==> src/rtl/r500_dbg_pkg.sv <==
// Shared types, ASCII constants and the nibble-to-hex helper for the signature dumper.
package r500_dbg_pkg;

    typedef enum logic [2:0] {
        IDLE,
        READ,
        CAPT,
        SEND,
        DONE
    } sig_state_t;

    localparam int unsigned WORD_W    = 32;
    localparam int unsigned BYTE_W    = 8;
    localparam int unsigned NIB_W     = 4;
    localparam int unsigned IDX_W     = 4;
    localparam int unsigned CHAR_LAST = 8;

    localparam logic [7:0] ASCII_0  = 8'h30;
    localparam logic [7:0] ASCII_A  = 8'h61;
    localparam logic [7:0] ASCII_LF = 8'h0A;

    // Lowercase hex digit for one nibble.
    function automatic logic [7:0] nib2hex(input logic [3:0] i_nib);
        if (i_nib < 4'd10) begin
            return ASCII_0 + 8'(i_nib);
        end
        return ASCII_A + 8'(i_nib) - 8'd10;
    endfunction

endpackage

==> src/rtl/sig_word_serializer.sv <==
// Turns one 32-bit word into 8 hex chars plus LF on a valid/ready byte stream.
module sig_word_serializer
    import r500_dbg_pkg::*;
(
    input  logic               clk,
    input  logic               rst_n,
    input  logic               i_load,
    input  logic [WORD_W-1:0]  i_word,
    input  logic               i_ready,
    output logic               o_valid,
    output logic [BYTE_W-1:0]  o_data,
    output logic               o_last_ack_c
);

    logic [WORD_W-1:0] r_word;
    logic [IDX_W-1:0]  r_idx;
    logic              r_valid;
    logic [BYTE_W-1:0] r_data;

    logic              w_fire;
    logic              w_at_lf;
    logic [WORD_W-1:0] w_shift;

    assign w_fire       = r_valid & i_ready;
    assign w_at_lf      = (r_idx == IDX_W'(CHAR_LAST));
    assign w_shift      = r_word << NIB_W;
    assign o_valid      = r_valid;
    assign o_data       = r_data;
    assign o_last_ack_c = w_fire & w_at_lf;

    // Char pointer, shifting word and the registered output byte; hold while not accepted.
    always_ff @(posedge clk) begin
        if (!rst_n) begin
            r_word  <= '0;
            r_idx   <= '0;
            r_valid <= 1'b0;
            r_data  <= '0;
        end else if (i_load) begin
            r_word  <= i_word;
            r_idx   <= '0;
            r_valid <= 1'b1;
            r_data  <= nib2hex(i_word[WORD_W-1 -: NIB_W]);
        end else if (w_fire) begin
            if (w_at_lf) begin
                r_valid <= 1'b0;
            end else begin
                r_idx  <= r_idx + IDX_W'(1);
                r_word <= w_shift;
                r_data <= (r_idx == IDX_W'(CHAR_LAST - 1)) ? ASCII_LF
                                                           : nib2hex(w_shift[WORD_W-1 -: NIB_W]);
            end
        end
    end

endmodule

==> src/rtl/sig_dump_streamer.sv <==
// Completion monitor: on a store of 1 to TOHOST, halts the core and streams the
// signature region out as hex text, one word per line.
module sig_dump_streamer
    import r500_dbg_pkg::*;
#(
    parameter logic [31:0] SIG_BEGIN = 32'h0000_5000,
    parameter logic [31:0] SIG_END   = 32'h0000_8000,
    parameter logic [31:0] TOHOST    = 32'h0000_5000
) (
    input  logic        clk,
    input  logic        rst_n,
    input  logic        st_en,
    input  logic [31:0] st_addr,
    input  logic [31:0] st_data,
    output logic        rd_en,
    output logic [31:0] rd_addr,
    input  logic [31:0] rd_data,
    output logic        tx_valid,
    output logic [7:0]  tx_data,
    input  logic        tx_ready,
    output logic        core_halt,
    output logic        done
);

    // Word-aligned addresses are assumed throughout the address walk.
    if ((SIG_BEGIN[1:0] != 2'b00) || (SIG_END[1:0] != 2'b00) || (TOHOST[1:0] != 2'b00)) begin : g_cfg_misaligned
        $error("sig_dump_streamer: SIG_BEGIN, SIG_END and TOHOST must be word aligned");
    end

    sig_state_t        r_state;
    sig_state_t        w_state_nxt;
    logic [WORD_W-1:0] r_addr;
    logic [WORD_W-1:0] w_addr_nxt;
    logic [WORD_W-1:0] w_addr_inc;
    logic              r_rd_en;
    logic              r_halt;
    logic              r_done;
    logic              w_trigger;
    logic              w_load;
    logic              w_last_ack;

    assign w_trigger  = st_en && (st_addr == TOHOST) && (st_data == 32'h1);
    assign w_addr_inc = r_addr + 32'd4;

    assign rd_en     = r_rd_en;
    assign rd_addr   = r_addr;
    assign core_halt = r_halt;
    assign done      = r_done;

    // Next-state and address-walk decode.
    always_comb begin
        w_state_nxt = r_state;
        w_addr_nxt  = r_addr;
        w_load      = 1'b0;
        case (r_state)
            IDLE: begin
                if (w_trigger) begin
                    if (SIG_END <= SIG_BEGIN) begin
                        w_state_nxt = DONE;
                    end else begin
                        w_state_nxt = READ;
                        w_addr_nxt  = SIG_BEGIN;
                    end
                end
            end
            READ: w_state_nxt = CAPT;
            CAPT: begin
                w_load      = 1'b1;
                w_state_nxt = SEND;
            end
            SEND: begin
                if (w_last_ack) begin
                    w_addr_nxt  = w_addr_inc;
                    w_state_nxt = (w_addr_inc >= SIG_END) ? DONE : READ;
                end
            end
            DONE:    w_state_nxt = DONE;
            default: w_state_nxt = IDLE;
        endcase
    end

    // State, address and registered control outputs.
    always_ff @(posedge clk) begin
        if (!rst_n) begin
            r_state <= IDLE;
            r_addr  <= SIG_BEGIN;
            r_rd_en <= 1'b0;
            r_halt  <= 1'b0;
            r_done  <= 1'b0;
        end else begin
            r_state <= w_state_nxt;
            r_addr  <= w_addr_nxt;
            r_rd_en <= (w_state_nxt == READ);
            r_halt  <= (w_state_nxt != IDLE);
            r_done  <= (w_state_nxt == DONE);
        end
    end

    sig_word_serializer u_ser (
        .clk          (clk),
        .rst_n        (rst_n),
        .i_load       (w_load),
        .i_word       (rd_data),
        .i_ready      (tx_ready),
        .o_valid      (tx_valid),
        .o_data       (tx_data),
        .o_last_ack_c (w_last_ack)
    );

endmodule

==> config.mk <==
export PLATFORM = sky130hd
export DESIGN_NAME = sig_dump_streamer
export DESIGN_NICKNAME = d
export VERILOG_FILES = /design/src/rtl/r500_dbg_pkg.sv /design/src/rtl/sig_word_serializer.sv /design/src/rtl/sig_dump_streamer.sv
export SDC_FILE = /design/constraint.sdc
export NUM_CORES = 1
export LEC_CHECK = 0
export BUFFER_PORTS_ARGS = -buffer_cell sky130_fd_sc_hd__buf_2
export CAP_MARGIN = 40
export CORE_MARGIN = 5
export CORE_UTILIZATION = 45
export CTS_CLUSTER_DIAMETER = 80
export CTS_CLUSTER_SIZE = 16
export DETAILED_ROUTE_END_ITERATION = 7
export PLACE_DENSITY = 0.72
export SYNTH_ARGS = -nofsm -noshare
export SYNTH_HDL_FRONTEND = slang
export SYNTH_SLANG_ARGS = --single-unit
==> constraint.sdc <==
create_clock -name clk -period 2.6 [get_ports clk]
set_clock_uncertainty 0.2 [all_clocks]
set_input_delay 0.26 -clock clk [delete_from_list [all_inputs] [get_ports clk]]
set_output_delay 0.26 -clock clk [all_outputs]
set_load 0.03 [all_outputs]
==> out/results.txt <==
Clock network fraction of total power -> 0.430
Drt total wl -> 14080 um
Max stage delay on crit path -> 430 ps
Fmax -> 406.0 MHz
Total negative slack -> 0 ps
First-pass GRT wire length -> 22830 um
Tot GR Track Use -> 0.2387
Clk pin slew, worst setup/hold paths -> 80 ps
Row count -> 35
Post-synth EDFFs -> 0
Combinational share of power -> 0.070
CP required -> 2690 ps
R2r setup slk -> 140 ps
Top cell family by delay on the critical path -> simple AND/OR/NAND/NOR gates
Die ar. -> 0.01171 sq mm
Placed insts -> 831
Count of cell types in the netlist -> 60
Crit path time final -> 2463 ps
Clock sinks -> 76
Commonest non-fill, non-tap cells in the layout -> buf_2 (140), nand2_1 (89), dfxtp_1 (66)
Gate Count Post-Synth -> 556
Top post-synthesis cells by area -> dfxtp_1 (35%), nand2_1 (7.8%), o211a_1 (5.5%)
Outcome -> finished, final reports clean
Vias in the first global route -> 4913
Seq pwr share -> 0.500
Internal power -> 1800 uW
DRC viols -> 0
Worst skew pair latency -> 350 ps
Most common cell after layout, fill and taps aside -> buf_2
Post-place instance area -> 0.005394 sq mm
PwrDens -> 389.5 mW/mm^2
H-tree depth -> 3
Kind of critical path -> flop to flop
Core area -> 0.009328 sq mm
Avg Inst Size Synth -> 7.804 sq um
Cts bufs inserted -> 9
DP Wirelength -> 10060 um
Core Util, Final -> 0.6404
Buf+Inv Stages, Crit Path -> 1
DR iter-0 viols -> 224
Final hold violations -> 0
Area grow syn2layout -> 37.66%
Register Area -> 0.001534 sq mm
Largest net degree at the start of global routing -> 45
Die span in x -> 108.2 um
Critical Path Fanout Max -> 6
Die Y -> 108.2 um
Routed vias -> 4958
Worst slew margin -> 0.6220
Avg Vias per Cell -> 5.641
I/O pin count -> 144
Hold_sp -> rd_data[29]
Worst path slowest cell -> or3_4
Overflow after GRT -> 0
Pre-antenna DRT Iters -> 5
Yosys warns -> 0
CP endpoint kind -> flop
Yosys top cell by area -> dfxtp_1
Peak VDD IR -> 256.8 uV
Antenna Violating Nets Remaining -> 0
Number of diodes -> 0
Fillers -> 805
RR Startpoint -> rd_addr[13]
Area taken by multi-input logic gates -> 0.002664 sq mm
Worst Path Arrival -> 2560 ps
Fin crit share -> 0.9474
Worst Tran Pin Value -> 567.0 ps
Number of port buffers -> 140
Final Max Tran Viols -> 0
Worst hold slack -> 93.86 ps
Post-synthesis sequential area ratio -> 0.3506
Psw -> 526.4 uW
Share of cells above drive strength 1 -> 0.3107
GPL Wtd Cong -> 0.9206
Worst Setup SP -> rd_addr[13]
Clk buf depth -> 2
Final Setup Violations -> 0
Startpoint type of the worst setup path -> flop
Antenna violations before repair -> 0
Post-Syn Area -> 0.004339 sq mm
Max cap viols -> 0
TritonCTS clock tree -> built
Nets -> 850
Post-route insts no fill -> 879
Asr flop ratio synth -> 0
Primary FF master, synth -> dfxtp_1
Initial Utilization -> 0.4652
Yosys reg bits -> 76
Leak Pwr -> 0.002710 uW
Clk root buf -> clkbuf_8
CP Cell Sequence -> nand4_4 > or3_4 > buf_4 > nor4_1 > a2111o_1 > o211ai_1 > nor3_2 > o221a_1
WL per Instance -> 16.01 um
Synth top area share -> 0.3506
Hold Path Class -> input pin to flop
Design area -> 0.005973 sq mm
Switch share -> 0.2263
==> path summary, 6_finish.rpt <==
| kind | cells after the start | endpoint |
|---|---|---|
| setup reg to reg | 8 | rd_en |
| hold / removal | 4 | u_ser.o_data[3] |
| setup / recovery | 8 | rd_en |
| hold reg to reg | 2 | u_ser.r_word[3] |
==> worst reg2reg max path, stage by stage, from the launching register on <==
cell      delay, ps
dfxtp_1         420
nand4_4         190
or3_4           430
buf_4           170
nor4_1          280
a2111o_1        170
o211ai_1        170
nor3_2          190
o221a_1         180
==> metrics by stage <==
| step | setup WS, ps | total power (uW) |
|---|---|---|
| global placement | 65.88 | 1315 |
| CTS | 23.61 | 2341 |
| global route | -0.08638 | 2420 |
| detailed placement | 62.49 | 1318 |
| floorplan | 1.987 | 1232 |
| finish | 136.7 | 2326 |
==> metal layers <==
| layer | vias to the layer above | routed length (um) | track usage |
|---|---|---|---|
| met5 | - | 0 | 0 |
| met4 | 0 | 169 | 0.06041 |
| met3 | 23 | 886 | 0.06746 |
| met2 | 148 | 7064 | 0.4139 |
| met1 | 2370 | 5956 | 0.2915 |
| li1 | 2417 | - | - |
==> kinds of logic after synthesis <==
group,after synthesis,share of synthesized area
other,1,0.0008642
flip-flops,76,0.3506
multiplexers,1,0.002307
AND/OR/NAND/NOR,260,0.3137
adder cells (fa/ha/maj),5,0.01442
buffers and inverters,52,0.05075
AO/OA/AOI/OAI,144,0.2330
XOR/XNOR,17,0.03431
==> repair_timing <==
item                       CTS  global route
resized for setup            0            10
hold buffers                28             0
hold endpoints to repair    28             0
setup endpoints to repair    0             7
setup buffers                0             4
==> cell usage after synthesis (4+ instances only) <==
| master | count |
|---|---|
| xor2_1 | 5 |
| nand4_1 | 13 |
| a31oi_1 | 16 |
| and2_1 | 5 |
| nand3_1 | 46 |
| o21ai_0 | 34 |
| o211a_1 | 24 |
| a21boi_0 | 17 |
| ha_1 | 5 |
| inv_1 | 12 |
| nor2_1 | 28 |
| o211ai_1 | 5 |
| and4_1 | 8 |
| buf_2 | 5 |
| a21oi_1 | 20 |
| a211oi_1 | 5 |
| nor2b_1 | 4 |
| nor4_1 | 19 |
| nor3_1 | 12 |
| clkbuf_1 | 30 |
| dfxtp_1 | 76 |
| and3_1 | 6 |
| or3_1 | 4 |
| nand2_1 | 90 |
| xnor2_1 | 12 |
| nand3b_1 | 4 |
==> final cells by class <==
cell class	instances	share of cell area
Clock buffer	10	0.02137
Sequential cell	76	0.2568
Timing Repair Buffer	216	0.2266
Tap cell	129	0.02702
Clock inverter	6	0.01466
Multi-Input combinational cell	430	0.4460
Inverter	12	0.007541
==> registers in the layout (all words and copies together) (netlist names) <==
name	flops
u_ser.o_data	7
core_halt	1
done	1
r_state	3
u_ser.r_idx	4
u_ser.o_valid	1
u_ser.r_word	28
rd_en	1
rd_addr	30
==> power by group through the flow <==
stage	clock network, uW	registers (uW)	logic, uW
floorplan	0	1190	42.0
global placement	0	1190	125
detailed placement	0	1190	128
CTS	1020	1160	160
global route	1080	1160	177
finish	1000	1160	164
Power figures use the tool's default switching activity.
